===== src/rtl/ifetch_pkg.sv =====
// ---------------------------------------------------------------------------
// ifetch_pkg
// Types and default constants shared by the instruction fetch unit, its
// interface, and the instruction memory.
//   fetch_state_t     : fetch controller state {FETCH, HALT, FAULT}
//   DEFAULT_ADDR_W    : word-address width of the instruction memory
//   DEFAULT_DATA_W    : instruction width
//   DEFAULT_RESET_PC  : PC value after reset
//   DEFAULT_HALT_WORD : instruction encoding that stops fetch
// ---------------------------------------------------------------------------
package ifetch_pkg;

    localparam int DEFAULT_ADDR_W = 16;
    localparam int DEFAULT_DATA_W = 32;

    localparam logic [DEFAULT_ADDR_W-1:0] DEFAULT_RESET_PC  = 16'h0000;
    localparam logic [DEFAULT_DATA_W-1:0] DEFAULT_HALT_WORD = 32'hFFFF_FFFF;

    typedef enum logic [1:0] {
        FETCH = 2'd0,
        HALT  = 2'd1,
        FAULT = 2'd2
    } fetch_state_t;

endpackage


===== src/rtl/instruction_fetch_unit_if.sv =====
// ---------------------------------------------------------------------------
// instruction_fetch_unit_if
// Bundles the instruction-memory read port, the decode handshake and the
// control-flow/status signals of the fetch unit.
//   master : fetch unit side (drives address, ir, status)
//   slave  : memory + decode side (drives read data, ready, redirect)
// Signals:
//   inst_address  word address to instruction memory
//   read_data     combinational memory word for inst_address
//   ir, ir_pc     captured instruction and the address it came from
//   ir_valid      ir holds an untaken instruction
//   ir_ready      decode accepts ir
//   redirect      one-cycle PC load request, target in redirect_pc
//   halted, fault fetch status
// ---------------------------------------------------------------------------
interface instruction_fetch_unit_if #(
    parameter int ADDR_W = 16,
    parameter int DATA_W = 32
);
    logic [ADDR_W-1:0] inst_address;
    logic [DATA_W-1:0] read_data;
    logic [DATA_W-1:0] ir;
    logic [ADDR_W-1:0] ir_pc;
    logic              ir_valid;
    logic              ir_ready;
    logic              redirect;
    logic [ADDR_W-1:0] redirect_pc;
    logic              halted;
    logic              fault;

    modport master (
        output inst_address, ir, ir_pc, ir_valid, halted, fault,
        input  read_data, ir_ready, redirect, redirect_pc
    );

    modport slave (
        input  inst_address, ir, ir_pc, ir_valid, halted, fault,
        output read_data, ir_ready, redirect, redirect_pc
    );
endinterface


===== src/rtl/ifetch_ir_buf.sv =====
// ---------------------------------------------------------------------------
// ifetch_ir_buf
// Single-entry instruction register toward decode with valid/ready handshake.
// Ports:
//   clk, rst_n        clock, async active-low reset
//   load              capture data_in/pc_in and mark valid
//   flush             drop the held entry (wins over load)
//   data_in, pc_in    word and its fetch address
//   ir_ready          decode accepts the entry this cycle
//   ir, ir_pc         held word and address
//   ir_valid          entry is valid
//   slot_free         entry is empty or being consumed this cycle
// ---------------------------------------------------------------------------
module ifetch_ir_buf #(
    parameter int ADDR_W = 16,
    parameter int DATA_W = 32
) (
    input  logic              clk,
    input  logic              rst_n,
    input  logic              load,
    input  logic              flush,
    input  logic [DATA_W-1:0] data_in,
    input  logic [ADDR_W-1:0] pc_in,
    input  logic              ir_ready,
    output logic [DATA_W-1:0] ir,
    output logic [ADDR_W-1:0] ir_pc,
    output logic              ir_valid,
    output logic              slot_free
);

    assign slot_free = !ir_valid || ir_ready;

    always_ff @(posedge clk or negedge rst_n) begin
        if (!rst_n) begin
            ir       <= '0;
            ir_pc    <= '0;
            ir_valid <= 1'b0;
        end else if (flush) begin
            ir_valid <= 1'b0;
        end else if (load) begin
            ir       <= data_in;
            ir_pc    <= pc_in;
            ir_valid <= 1'b1;
        end else if (ir_valid && ir_ready) begin
            // last word handed over and nothing new captured (halt)
            ir_valid <= 1'b0;
        end
    end

endmodule


===== src/rtl/instruction_fetch_unit.sv =====
// ---------------------------------------------------------------------------
// instruction_fetch_unit
// Owns the program counter, reads the combinational instruction memory and
// hands words to decode through ifetch_ir_buf. Handles redirects and halt.
// Optional macro IFETCH_BOUND_CHECK_EN: fetching from pc >= MEM_DEPTH stops
// fetch and raises fault instead of presenting the word.
// Ports:
//   clk    rising-edge clock
//   rst_n  async active-low reset
//   bus    instruction_fetch_unit_if.master (memory port, decode handshake,
//          redirect, halted/fault status)
//
// state | meaning
// ------+------------------------------------------------------------
// FETCH | fetching one word per free ir slot, pc advancing
// HALT  | HALT_WORD captured, pc frozen, no more fetches
// FAULT | fetch attempted out of range, waiting for redirect/reset
// ---------------------------------------------------------------------------
module instruction_fetch_unit
    import ifetch_pkg::*;
#(
    parameter int                ADDR_W    = DEFAULT_ADDR_W,
    parameter int                DATA_W    = DEFAULT_DATA_W,
    parameter int unsigned       MEM_DEPTH = 256,
    parameter logic [ADDR_W-1:0] RESET_PC  = DEFAULT_RESET_PC,
    parameter logic [DATA_W-1:0] HALT_WORD = DEFAULT_HALT_WORD
) (
    input logic                       clk,
    input logic                       rst_n,
    instruction_fetch_unit_if.master  bus
);

`ifdef IFETCH_BOUND_CHECK_EN
    localparam bit BOUND_CHECK = 1'b1;
`else
    localparam bit BOUND_CHECK = 1'b0;
`endif

    fetch_state_t      state;
    logic [ADDR_W-1:0] pc;
    logic              halted_q;
    logic              fault_q;

    logic slot_free;
    logic in_range;
    logic fetch_slot;
    logic fault_hit;
    logic load;
    logic flush;
    logic is_halt;

    assign in_range   = 32'(pc) < MEM_DEPTH;
    // a redirect on this edge suppresses the fetch; the new pc fetches next edge
    assign fetch_slot = (state == FETCH) && slot_free && !bus.redirect;
    assign fault_hit  = BOUND_CHECK && fetch_slot && !in_range;
    assign load       = fetch_slot && !fault_hit;
    assign flush      = bus.redirect || fault_hit;
    assign is_halt    = (bus.read_data == HALT_WORD);

    assign bus.inst_address = pc;
    assign bus.halted       = halted_q;
    assign bus.fault        = fault_q;

    always_ff @(posedge clk or negedge rst_n) begin
        if (!rst_n) begin
            state    <= FETCH;
            pc       <= RESET_PC;
            halted_q <= 1'b0;
            fault_q  <= 1'b0;
        end else if (bus.redirect) begin
            state    <= FETCH;
            pc       <= bus.redirect_pc;
            halted_q <= 1'b0;
            fault_q  <= 1'b0;
        end else begin
            case (state)
                FETCH: begin
                    if (fault_hit) begin
                        state   <= FAULT;
                        fault_q <= 1'b1;
                    end else if (load) begin
                        if (is_halt) begin
                            // pc stays on the halt word's address
                            state    <= HALT;
                            halted_q <= 1'b1;
                        end else begin
                            pc <= pc + ADDR_W'(1);
                        end
                    end
                end
                HALT:    ;
                FAULT:   ;
                default: state <= FETCH;
            endcase
        end
    end

    ifetch_ir_buf #(
        .ADDR_W (ADDR_W),
        .DATA_W (DATA_W)
    ) u_ir_buf (
        .clk       (clk),
        .rst_n     (rst_n),
        .load      (load),
        .flush     (flush),
        .data_in   (bus.read_data),
        .pc_in     (pc),
        .ir_ready  (bus.ir_ready),
        .ir        (bus.ir),
        .ir_pc     (bus.ir_pc),
        .ir_valid  (bus.ir_valid),
        .slot_free (slot_free)
    );

endmodule


===== src/flat_wrapper.sv =====
// flat-port wrapper written by rule: the top's interface ports become plain ports
module instruction_fetch_unit_flat import ifetch_pkg::*;
#(
    parameter int                ADDR_W    = DEFAULT_ADDR_W,
    parameter int                DATA_W    = DEFAULT_DATA_W,
    parameter int unsigned       MEM_DEPTH = 256,
    parameter logic [ADDR_W-1:0] RESET_PC  = DEFAULT_RESET_PC,
    parameter logic [DATA_W-1:0] HALT_WORD = DEFAULT_HALT_WORD
)
  (clk, rst_n, bus_inst_address, bus_ir, bus_ir_pc, bus_ir_valid, bus_halted, bus_fault, bus_read_data, bus_ir_ready, bus_redirect, bus_redirect_pc);
  instruction_fetch_unit_if #(.ADDR_W(ADDR_W), .DATA_W(DATA_W)) bus_i ();
  input logic clk;
  input logic rst_n;
  output wire logic [$bits(bus_i.inst_address)-1:0] bus_inst_address;
  output wire logic [$bits(bus_i.ir)-1:0] bus_ir;
  output wire logic [$bits(bus_i.ir_pc)-1:0] bus_ir_pc;
  output wire logic [$bits(bus_i.ir_valid)-1:0] bus_ir_valid;
  output wire logic [$bits(bus_i.halted)-1:0] bus_halted;
  output wire logic [$bits(bus_i.fault)-1:0] bus_fault;
  input wire logic [$bits(bus_i.read_data)-1:0] bus_read_data;
  input wire logic [$bits(bus_i.ir_ready)-1:0] bus_ir_ready;
  input wire logic [$bits(bus_i.redirect)-1:0] bus_redirect;
  input wire logic [$bits(bus_i.redirect_pc)-1:0] bus_redirect_pc;
  assign bus_inst_address = bus_i.inst_address;
  assign bus_ir = bus_i.ir;
  assign bus_ir_pc = bus_i.ir_pc;
  assign bus_ir_valid = bus_i.ir_valid;
  assign bus_halted = bus_i.halted;
  assign bus_fault = bus_i.fault;
  assign bus_i.read_data = bus_read_data;
  assign bus_i.ir_ready = bus_ir_ready;
  assign bus_i.redirect = bus_redirect;
  assign bus_i.redirect_pc = bus_redirect_pc;
  instruction_fetch_unit #(.ADDR_W(ADDR_W), .DATA_W(DATA_W), .MEM_DEPTH(MEM_DEPTH), .RESET_PC(RESET_PC), .HALT_WORD(HALT_WORD)) u_core (.clk(clk), .rst_n(rst_n), .bus(bus_i));
endmodule

===== config.mk =====
export PLATFORM = sky130hd
export DESIGN_NAME = instruction_fetch_unit_flat
export DESIGN_NICKNAME = d
export VERILOG_FILES = /design/src/rtl/ifetch_pkg.sv /design/src/rtl/instruction_fetch_unit_if.sv /design/src/rtl/ifetch_ir_buf.sv /design/src/rtl/instruction_fetch_unit.sv /design/src/flat_wrapper.sv
export SDC_FILE = /design/constraint.sdc
export NUM_CORES = 1
export LEC_CHECK = 0
export CAP_MARGIN = 15
export CORE_MARGIN = 2
export CORE_UTILIZATION = 35
export CTS_BUF_LIST = sky130_fd_sc_hd__clkbuf_2 sky130_fd_sc_hd__clkbuf_4 sky130_fd_sc_hd__clkbuf_8
export CTS_CLUSTER_SIZE = 25
export DETAILED_ROUTE_END_ITERATION = 16
export PLACE_DENSITY = 0.66
export SKIP_LAST_GASP = 1
export SLEW_MARGIN = 20
export SYNTH_ARGS = -nofsm -noshare
export SYNTH_HDL_FRONTEND = slang
export SYNTH_HIERARCHICAL = 1
export SYNTH_SLANG_ARGS = --single-unit

===== constraint.sdc =====
create_clock -name clk -period 2.2 [get_ports clk]
set_clock_uncertainty 0.05 [all_clocks]
set_input_delay 0.22 -clock clk [delete_from_list [all_inputs] [get_ports clk]]
set_output_delay 0.22 -clock clk [all_outputs]
set_load 0.02 [all_outputs]

* Yosys cells after proc, flatten, opt, wreduce, memory -nomap -nowiden *
Index checks and enable logic that the tools add are counted.

storage, ports and cells
  register bits = 68
  input port bits = 52
  output and inout port bits = 67
  logic and storage cells = 46

operators by class
  $add $sub $neg = 1
  equal/unequal tests = 7
  mux-type cells = 15
  bitwise logic cells = 1
  reduce and logical (&&, ||, !) cells = 16

operator list
  cell                                                 number
  2-to-1 mux 16 bit                                    4
  equality test 32 bit, second input constant          1
  adder 16 x 1 -> 16 bit, second input constant        1
  AND reduction 3 bit                                  3
  2-to-1 mux 1 bit                                     7
  2-to-1 mux 2 bit                                     3
  != test 3 x 2 -> 1 bit, second input constant        2
  nonzero test 2 bit                                   3
  case mux 2 bit (2 select lines)                      1
  logical AND 1 bit                                    3
  nonzero test 3 bit                                   1
  equality test 2 x 1 -> 1 bit, second input constant  1
  equality test 2 bit, second input constant           1
  zero test 1 bit                                      2
  zero test 2 bit                                      1
  != test 2 x 1 -> 1 bit, second input constant        1
  != test 2 bit, second input constant                 1
  AND reduction 2 bit                                  1
  OR reduction 2 bit                                   1
  logical OR 1 bit                                     1
  NOT 1 bit                                            1

* Longest topological paths before layout *
Gate-level depths: netlist (run 1).

  word-level depth = 7
  depth in mapped cells = 7
  depth with buffers taken out = 6

* Modules after synthesis *
The synthesis (run 1) kept the hierarchy.

by module, submodules not included
  module                  instances  cells an instance  area an instance (µm²)  sequential area each (µm²)
  ifetch_ir_buf           1          106                1,936.9                 1,226.2
  instruction_fetch_unit  1          127                1,198.6                 450.4

* Worst setup path before layout (run 1) *
Ideal clock, no wire load.

  path kind = reg-to-reg
  from = register u_core.u_ir_buf.ir_valid
  to = register u_core.pc[12] (netlist: u_core/bus.inst_address[12])
  library setup time = 125 ps
  arrival = 1,707 ps
  required time = 2,025 ps
  setup slack = 318 ps
  cell stages (with the launch flop) = 8
  path buffers = 1
  clock period less this slack = 1,882 ps
  path through = dfrtp_1 nand2b_1 nor2b_1 buf_2 nand3_2 a2111oi_2 xor2_1 mux2_2

between the ends
  word-level cells in the longest chain between the ends = 6

RTL lines
  item                             RTL line                      source
  start: declaration               ifetch_ir_buf.sv:27           output logic ir_valid,
  start signal: assignment         ifetch_ir_buf.sv:37           ir_valid <= 1'b0;
  start signal: assignment         ifetch_ir_buf.sv:39           ir_valid <= 1'b0;
  start signal: assignment         ifetch_ir_buf.sv:43           ir_valid <= 1'b1;
  zero test 1 bit                  ifetch_ir_buf.sv:31           assign slot_free = !ir_valid || ir_ready;
  logical OR 1 bit                 ifetch_ir_buf.sv:31
  named net u_core.slot_free       instruction_fetch_unit.sv:44  logic slot_free;
  logical AND 1 bit (2 in series)  instruction_fetch_unit.sv:54  assign fetch_slot = (state == FETCH) && slot_free && !bus.redirect;
  nonzero test 2 bit (no line)     --
  AND reduction 3 bit (no line)    --
  end signal: assignment           instruction_fetch_unit.sv:72  pc <= bus.redirect_pc;
  end signal: assignment           instruction_fetch_unit.sv:87  pc <= pc + ADDR_W'(1);
  end: declaration                 instruction_fetch_unit.sv:40  logic [ADDR_W-1:0] pc;

The timed path passes the listed nets, and every way through them passes these cells.
A chain may end at the register's enable or synchronous reset.

* Final worst setup path (run 1) *
  from = register u_core.u_ir_buf.ir_valid
  to = register u_core.pc[14] (netlist: u_core/bus.inst_address[14])

Same word-level chain as after synthesis.

==> results of run 1 <==
what timing repair did:
| action | 4_1_cts | 5_1_grt |
|---|---|---|
| buffers inserted | 0 | 0 |
| hold buffers | 1 | 0 |
| hold endpoints to repair | 30 | 0 |
cell usage in the layout (no fill, tap or decap), types with 2 or more instances in the layout:
cell type and count:
a2111oi_2 3, a211oi_1 5, a21oi_1 11, buf_12 5, buf_4 6, clkbuf_8 9, clkdlybuf4s50_1 116, dfrtp_1 67
inv_1 2, mux2_2 30, mux2_4 20, nand2_1 18, nand2b_1 2, nand4_1 12, nor2_1 4, nor2b_1 2
nor4_4 2, o21ai_0 11, o21ai_1 2, xnor2_1 12, xor2_1 2
flip-flops by register name, summed over array words and instances, names as in the netlist:
name                      count
u_core/bus.halted             1
u_core/bus.inst_address      16
u_core/state                  1
u_core/u_ir_buf/ir           32
u_core/u_ir_buf/ir_pc        16
u_core/u_ir_buf/ir_valid      1
logic make-up after synthesis:
logic type	synth area share, %
AOI/OAI and AO/OA	7.10
xor gates and xnor gates	3.91
adders and majority gates	0.399
buffers and inverters	3.95
DFF	53.5
muxes	20.4
other	0.120
and+or+nand+nor	10.7
per-stage QoR:
stage	total power, uW	TNS (ns)
final	3680	0
after global routing	3890	0
after CTS	3750	0
after detailed placement	2760	-0.000524
after global placement	2750	0
after floorplan	2150	0
power groups by stage:
stage / Sequential (uW) / Clock (uW) / Combinational [uW]
final: 1570 / 955 / 1160
after floorplan: 1830 / 0 / 323
after global routing: 1600 / 1060 / 1230
after detailed placement: 1590 / 0 / 1170
after global placement: 1580 / 0 / 1160
after CTS: 1570 / 1000 / 1180
synth_stat cells:
library cell | count | area share (%)
a2111oi_2 | 3 | 1.4
nor2b_4 | 1 | 0.44
a2111oi_1 | 1 | 0.32
buf_4 | 3 | 0.72
and4_4 | 1 | 0.36
nand3_2 | 1 | 0.32
inv_1 | 2 | 0.24
o21ai_1 | 2 | 0.32
o21ai_0 | 11 | 1.8
nor2b_1 | 2 | 0.40
clkbuf_1 | 4 | 0.48
nand2_1 | 18 | 2.2
nand3_1 | 1 | 0.16
and3_4 | 1 | 0.36
mux2_2 | 30 | 11
xor2_1 | 2 | 0.56
nand4_1 | 12 | 2.4
nor3b_1 | 1 | 0.24
buf_12 | 2 | 1.3
mux2_4 | 20 | 9.6
a21oi_1 | 11 | 1.8
nand4_2 | 1 | 0.40
ha_1 | 1 | 0.40
buf_6 | 3 | 1.1
nor2_1 | 4 | 0.48
nor4_4 | 2 | 1.4
conb_1 | 1 | 0.12
a211oi_1 | 5 | 1.2
xnor2_1 | 12 | 3.4
a221o_1 | 1 | 0.32
and3_1 | 1 | 0.20
and2_4 | 1 | 0.28
nand2b_1 | 2 | 0.40
nand3_4 | 1 | 0.56
and2_1 | 1 | 0.20
buf_2 | 1 | 0.16
dfrtp_1 | 67 | 53
path summary, 6_finish.rpt:
check                                              endpoint
min in group clk                u_core/bus.inst_address[10]
worst min-delay path                 u_core/u_ir_buf/ir[26]
worst max register to register  u_core/bus.inst_address[14]
worst min register to register     u_core/u_ir_buf/ir_pc[7]
worst max-delay path            u_core/bus.inst_address[14]
max in group asynchronous       u_core/bus.inst_address[11]
per-layer routing:
layer	up-vias	track usage (%)
li1	1088	-
met1	1126	22.2
met2	72	24.2
met3	8	4.33
met4	0	4.74
met5	-	0
cell type report:
| class | instances | area [sq um] | share of cell area (%) |
|---|---|---|---|
| sequential | 67 | 1680 | 36.1 |
| clock buffer | 10 | 131 | 2.83 |
| multi-input combinational | 151 | 1340 | 28.7 |
| clock inverter | 3 | 42.5 | 0.916 |
| inverter | 2 | 7.51 | 0.162 |
| tap | 108 | 135 | 2.91 |
| timing repair buffer | 128 | 1320 | 28.3 |
==> flow_metrics.env, run 1 <==
export IMPL_status="finished clean"
export IMPL_pre_cts_slack_ns=-0.000524
export IMPL_leakage_uw=0.00189
export IMPL_grt_max_degree=38
export IMPL_drv_cap=0
export IMPL_viasPerCell=4.89
export IMPL_rsz0062_at_grt="no"
export IMPL_nNetsFinal=412
export IMPL_drive_gt1_share_pct=23.8
export IMPL_first_global_vias=2376
export IMPL_cts_htree_levels=3
export IMPL_drc=0
export IMPL_antenna_found_initial=0
export IMPL_area_growth_pct=48.1
export IMPL_die_area_sq_um=9730
export IMPL_crit_type="register to register"
export IMPL_crit_required_ns=2.37
export IMPL_vdd_ir_drop_max_uv=323
export IMPL_design_area_sq_um=4640
export IMPL_timing_critical_path_buf_inv=0
export IMPL_cts_root_buf="clkbuf_8"
export IMPL_swShare_pct=29.5
export IMPL_cp_startpoint="u_core/u_ir_buf/ir_valid"
export IMPL_cts_sinks=67
export IMPL_pwr_share_clk_pct=25.9
export IMPL_route_top_layer_used="met4"
export IMPL_post_cts_resized=0
export IMPL_utilization_pct=53.3
export IMPL_grt_pass1_wl_um=12200
export IMPL_path_delay_family="simple AND/OR/NAND/NOR gates"
export IMPL_hold_violations=0
export IMPL_syn_avg_cell_area_sq_um=13.5
export IMPL_cp_slowest_cell="a2111oi_2"
export IMPL_syn_area_sq_um=3140
export IMPL_setup_violations=0
export IMPL_reg2regPathDepth=6
export IMPL_synth_seq_area_share_pct=53.5
export IMPL_hp_class="input port to async pin"
export IMPL_cts_tree="yes"
export IMPL_clk_latency_ns=0.33
export IMPL_r2r_slack_ns=0.31
export IMPL_power_density_nw_per_um2=793
export IMPL_cp_start_kind="register"
export IMPL_cts_buffers=9
export IMPL_via_count=2294
export IMPL_endpoint_kind="register"
export IMPL_wl_met1_um=3450
export IMPL_path_clk_slew_ns=0.07
export IMPL_cp_cell_sequence="nand2b_1 > nor2b_1 > nand3_2 > a2111oi_2 > xor2_1 > mux2_2"
export IMPL_slew_violations=0
export IMPL_fillCellCount=766
export IMPL_p_comb_share_pct=31.5
export IMPL_internal_power_uw=2600
export IMPL_drt_iter0_drc=71
export IMPL_setup_slack_ns=0.313
export IMPL_place_inst=455
export IMPL_clockBufferDepth=2
export IMPL_syn_num_nets=286
export IMPL_max_freq_mhz=530
export IMPL_core_area_sq_um=8720
export IMPL_cp_num_cells=6
export IMPL_final_cells=469
export IMPL_initial_core_util_pct=36.0
export IMPL_wl_um=7400
export IMPL_die_w_um=98.7
export IMPL_wl_per_cell_um=15.8
export IMPL_die_height_um=98.7
export IMPL_ant_nets=0
export IMPL_dp_hpwl_um=5410
export IMPL_ys_seq_elements=67
export IMPL_fin_crit_sh_pct=85.8
export IMPL_r2r_start="u_core/u_ir_buf/ir_valid"
export IMPL_yosys_warnings=6
export IMPL_cpPeakStageDelay_ns=0.39
export IMPL_period_needed_ns=1.89
export IMPL_portBuffers=117
export IMPL_dr_wl_met2_um=3470
export IMPL_hold_ws_ns=0.307
export IMPL_antenna_cells=0
export IMPL_first_pass_iters=4
export IMPL_crit_path_max_fanout=4
export IMPL_syn_inst=233
export IMPL_crit_arrival_ns=2.06
export IMPL_overflow=0
export IMPL_synth_cell_types=37
export IMPL_route_met3_wl_um=422
export IMPL_track_usage_pct=15.9
export IMPL_seq_power_share_pct=42.6
export IMPL_rows=34
export IMPL_routabilityCongestion=0.763
export IMPL_place_area_sq_um=4460
export IMPL_switchingPower_uw=1090
export IMPL_io_pins=119
Power figures use the tool's default switching activity.
==> inputs of run 2 (changes only) <==
--- a/config.mk
+++ b/config.mk
@@ -7,11 +7,11 @@
 export LEC_CHECK = 0
 export CAP_MARGIN = 15
 export CORE_MARGIN = 2
-export CORE_UTILIZATION = 35
+export CORE_UTILIZATION = 46
 export CTS_BUF_LIST = sky130_fd_sc_hd__clkbuf_2 sky130_fd_sc_hd__clkbuf_4 sky130_fd_sc_hd__clkbuf_8
 export CTS_CLUSTER_SIZE = 25
 export DETAILED_ROUTE_END_ITERATION = 16
-export PLACE_DENSITY = 0.66
+export PLACE_DENSITY = 0.83
 export SKIP_LAST_GASP = 1
 export SLEW_MARGIN = 20
 export SYNTH_ARGS = -nofsm -noshare
==> run 2 against run 1 <==
- first-iteration DRC count unchanged
- critical path depth unchanged
- core utilization is 17 points higher
- fmax is 1.7% lower
- critical endpoint is now u_core/bus.inst_address[12]
- critical path type unchanged
- worst hold slack improved by 0.063 ns
- cell count fell by 5.1%
- register-to-register slack got worse by 0.03 ns
- non-clock buffer count rose by 1
==> flow_metrics.env, run 2 (synthesis gave the netlist of run 1 again) <==
export IMPL_ant_nets=0
export IMPL_total_power_uw=3820
export IMPL_leakage_uw=0.00191
export IMPL_grt_max_degree=35
export IMPL_crit_required_ns=2.38
export IMPL_core_area_sq_um=6680
export IMPL_period_needed_ns=1.92
export IMPL_crit_path_max_fanout=4
export IMPL_power_density_nw_per_um2=818
export IMPL_grt_busiest_layer="met2"
export IMPL_cts_htree_levels=3
export IMPL_dp_hpwl_um=5520
export IMPL_rows=30
export IMPL_hold_path_depth=3
export IMPL_crit_type="register to register"
export IMPL_slew_violations=0
export IMPL_viasPerCell=5.25
export IMPL_die_w_um=86.6
export IMPL_status="finished clean"
export IMPL_die_area_sq_um=7490
export IMPL_endpoint_kind="register"
export IMPL_initial_core_util_pct=46.9
export IMPL_place_inst=428
export IMPL_wl_um=7550
export IMPL_worstMarginPinSlew_ns=0.649
export IMPL_antenna_found_initial=0
export IMPL_routabilityCongestion=0.813
export IMPL_cts_sinks=67
export IMPL_fin_crit_sh_pct=87.2
export IMPL_final_cells=445
export IMPL_reg2regPathDepth=6
export IMPL_path_clk_slew_ns=0.08
export IMPL_cp_start_kind="register"
export IMPL_area_growth_pct=48.8
export IMPL_crit_arrival_ns=2.10
export IMPL_max_slew_margin_rel_pct=56.7
export IMPL_io_pins=119
export IMPL_grtUsageMet3_pct=4.76
export IMPL_grt_met1_usage_pct=26.8
export IMPL_final_cell_mix="clkdlybuf4s50_1, dfrtp_1, mux2_2"
export IMPL_cts_root_buf="clkbuf_8"
export IMPL_setup_violations=0
export IMPL_cts_tree="yes"
export IMPL_largest_register_ffs=32
export IMPL_first_global_vias=2469
export IMPL_grt_pass1_wl_um=12200
export IMPL_drive_gt1_share_pct=24.7
export IMPL_drv_cap=0
export IMPL_fillCellCount=491
export IMPL_clockBufferDepth=2
export IMPL_first_pass_iters=4
export IMPL_max_freq_mhz=521
export IMPL_vdd_ir_drop_max_uv=481
export IMPL_nNetsFinal=413
export IMPL_hold_violations=0
export IMPL_post_cts_buffers=0
export IMPL_top_register="u_core/u_ir_buf/ir"
export IMPL_via_count=2336
export IMPL_clk_latency_ns=0.35
export IMPL_die_height_um=86.6
export IMPL_cts_buffers=9
export IMPL_overflow=0
export IMPL_portBuffers=117
export IMPL_grtUsageMet2_pct=35.1
export IMPL_drt_iter0_drc=71
export IMPL_hp_class="input port to register"
export IMPL_wl_per_cell_um=17.0
export IMPL_antenna_cells=0
export IMPL_layout_commonest_cell="clkdlybuf4s50_1"
export IMPL_drc=0
export IMPL_track_usage_pct=21.0
export IMPL_rsz0062_at_grt="no"
==> run 2: cell count changes in the layout (fill, tap and decap cells not counted), sizes merged <==
cell      change
clkinvlp      +2
buf           +1
clkbuf        +1
==> run 2: metal layers <==
metal / part of all wire [%] / wire length, um / vias to the layer above
met5: 0 / 0 / -
met3: 5.6 / 424 / 12
met1: 43 / 3240 / 1146
li1: - / - / 1088
met2: 50 / 3770 / 90
met4: 1.5 / 114 / 0
==> run 2: where the power goes <==
| part | leakage (uW) | internal (uW) | switching (uW) |
|---|---|---|---|
| logic | 0.00101 | 654 | 516 |
| clock network | 0.0000978 | 586 | 488 |
| registers | 0.000803 | 1430 | 142 |
==> run 2: through the flow <==
stage	setup WS, ns	utilization [%]	hold WS [ns]	area, sq um	setup TNS, ns
6_report	0.281	69.8	0.369	4670	0
5_1_grt	0.132	69.8	0.388	4670	0
4_1_cts	0.298	69.8	0.361	4670	0
3_5_place_dp	-0.0155	66.5	0.245	4440	-0.0155
3_3_place_gp	0.0599	66.5	0.234	4440	0
2_1_floorplan	0.318	-	-0.126	3140	0
==> run 2: cell type report <==
type	instances	area, sq um	area share, %
timing repair buffer	129	1330	28.6
clock buffer	11	151	3.24
clock inverter	5	61.3	1.31
multi-input combinational	151	1340	28.6
inverter	2	7.51	0.161
sequential	67	1680	35.9
tap	80	100	2.15
==> run 2: critical path, cell delays in order, from the launching register on <==
cell and delay (ns):
dfrtp_1 0.39, nand2b_1 0.14, nor2b_1 0.27, nand3_2 0.16, a2111oi_2 0.39, xor2_1 0.12, mux2_2 0.28
==> run 2: final timing paths <==
kind | to | slack, ns | from
min in group asynchronous | u_core/u_ir_buf/ir_pc[10] | 0.39 | rst_n
max reg2reg | u_core/bus.inst_address[12] | 0.28 | u_core/u_ir_buf/ir_valid
min | u_core/bus.inst_address[2] | 0.37 | bus_redirect_pc[2]
max | u_core/bus.inst_address[12] | 0.28 | u_core/u_ir_buf/ir_valid
min reg2reg | u_core/u_ir_buf/ir_pc[7] | 0.45 | u_core/u_ir_buf/ir_pc[7]
max in group asynchronous | u_core/u_ir_buf/ir[21] | 1.08 | rst_n
==> run 2: repair_timing <==
action,CTS,global route
gates resized for setup,0,0
endpoints found under the hold margin,26,0
hold buffers,1,0
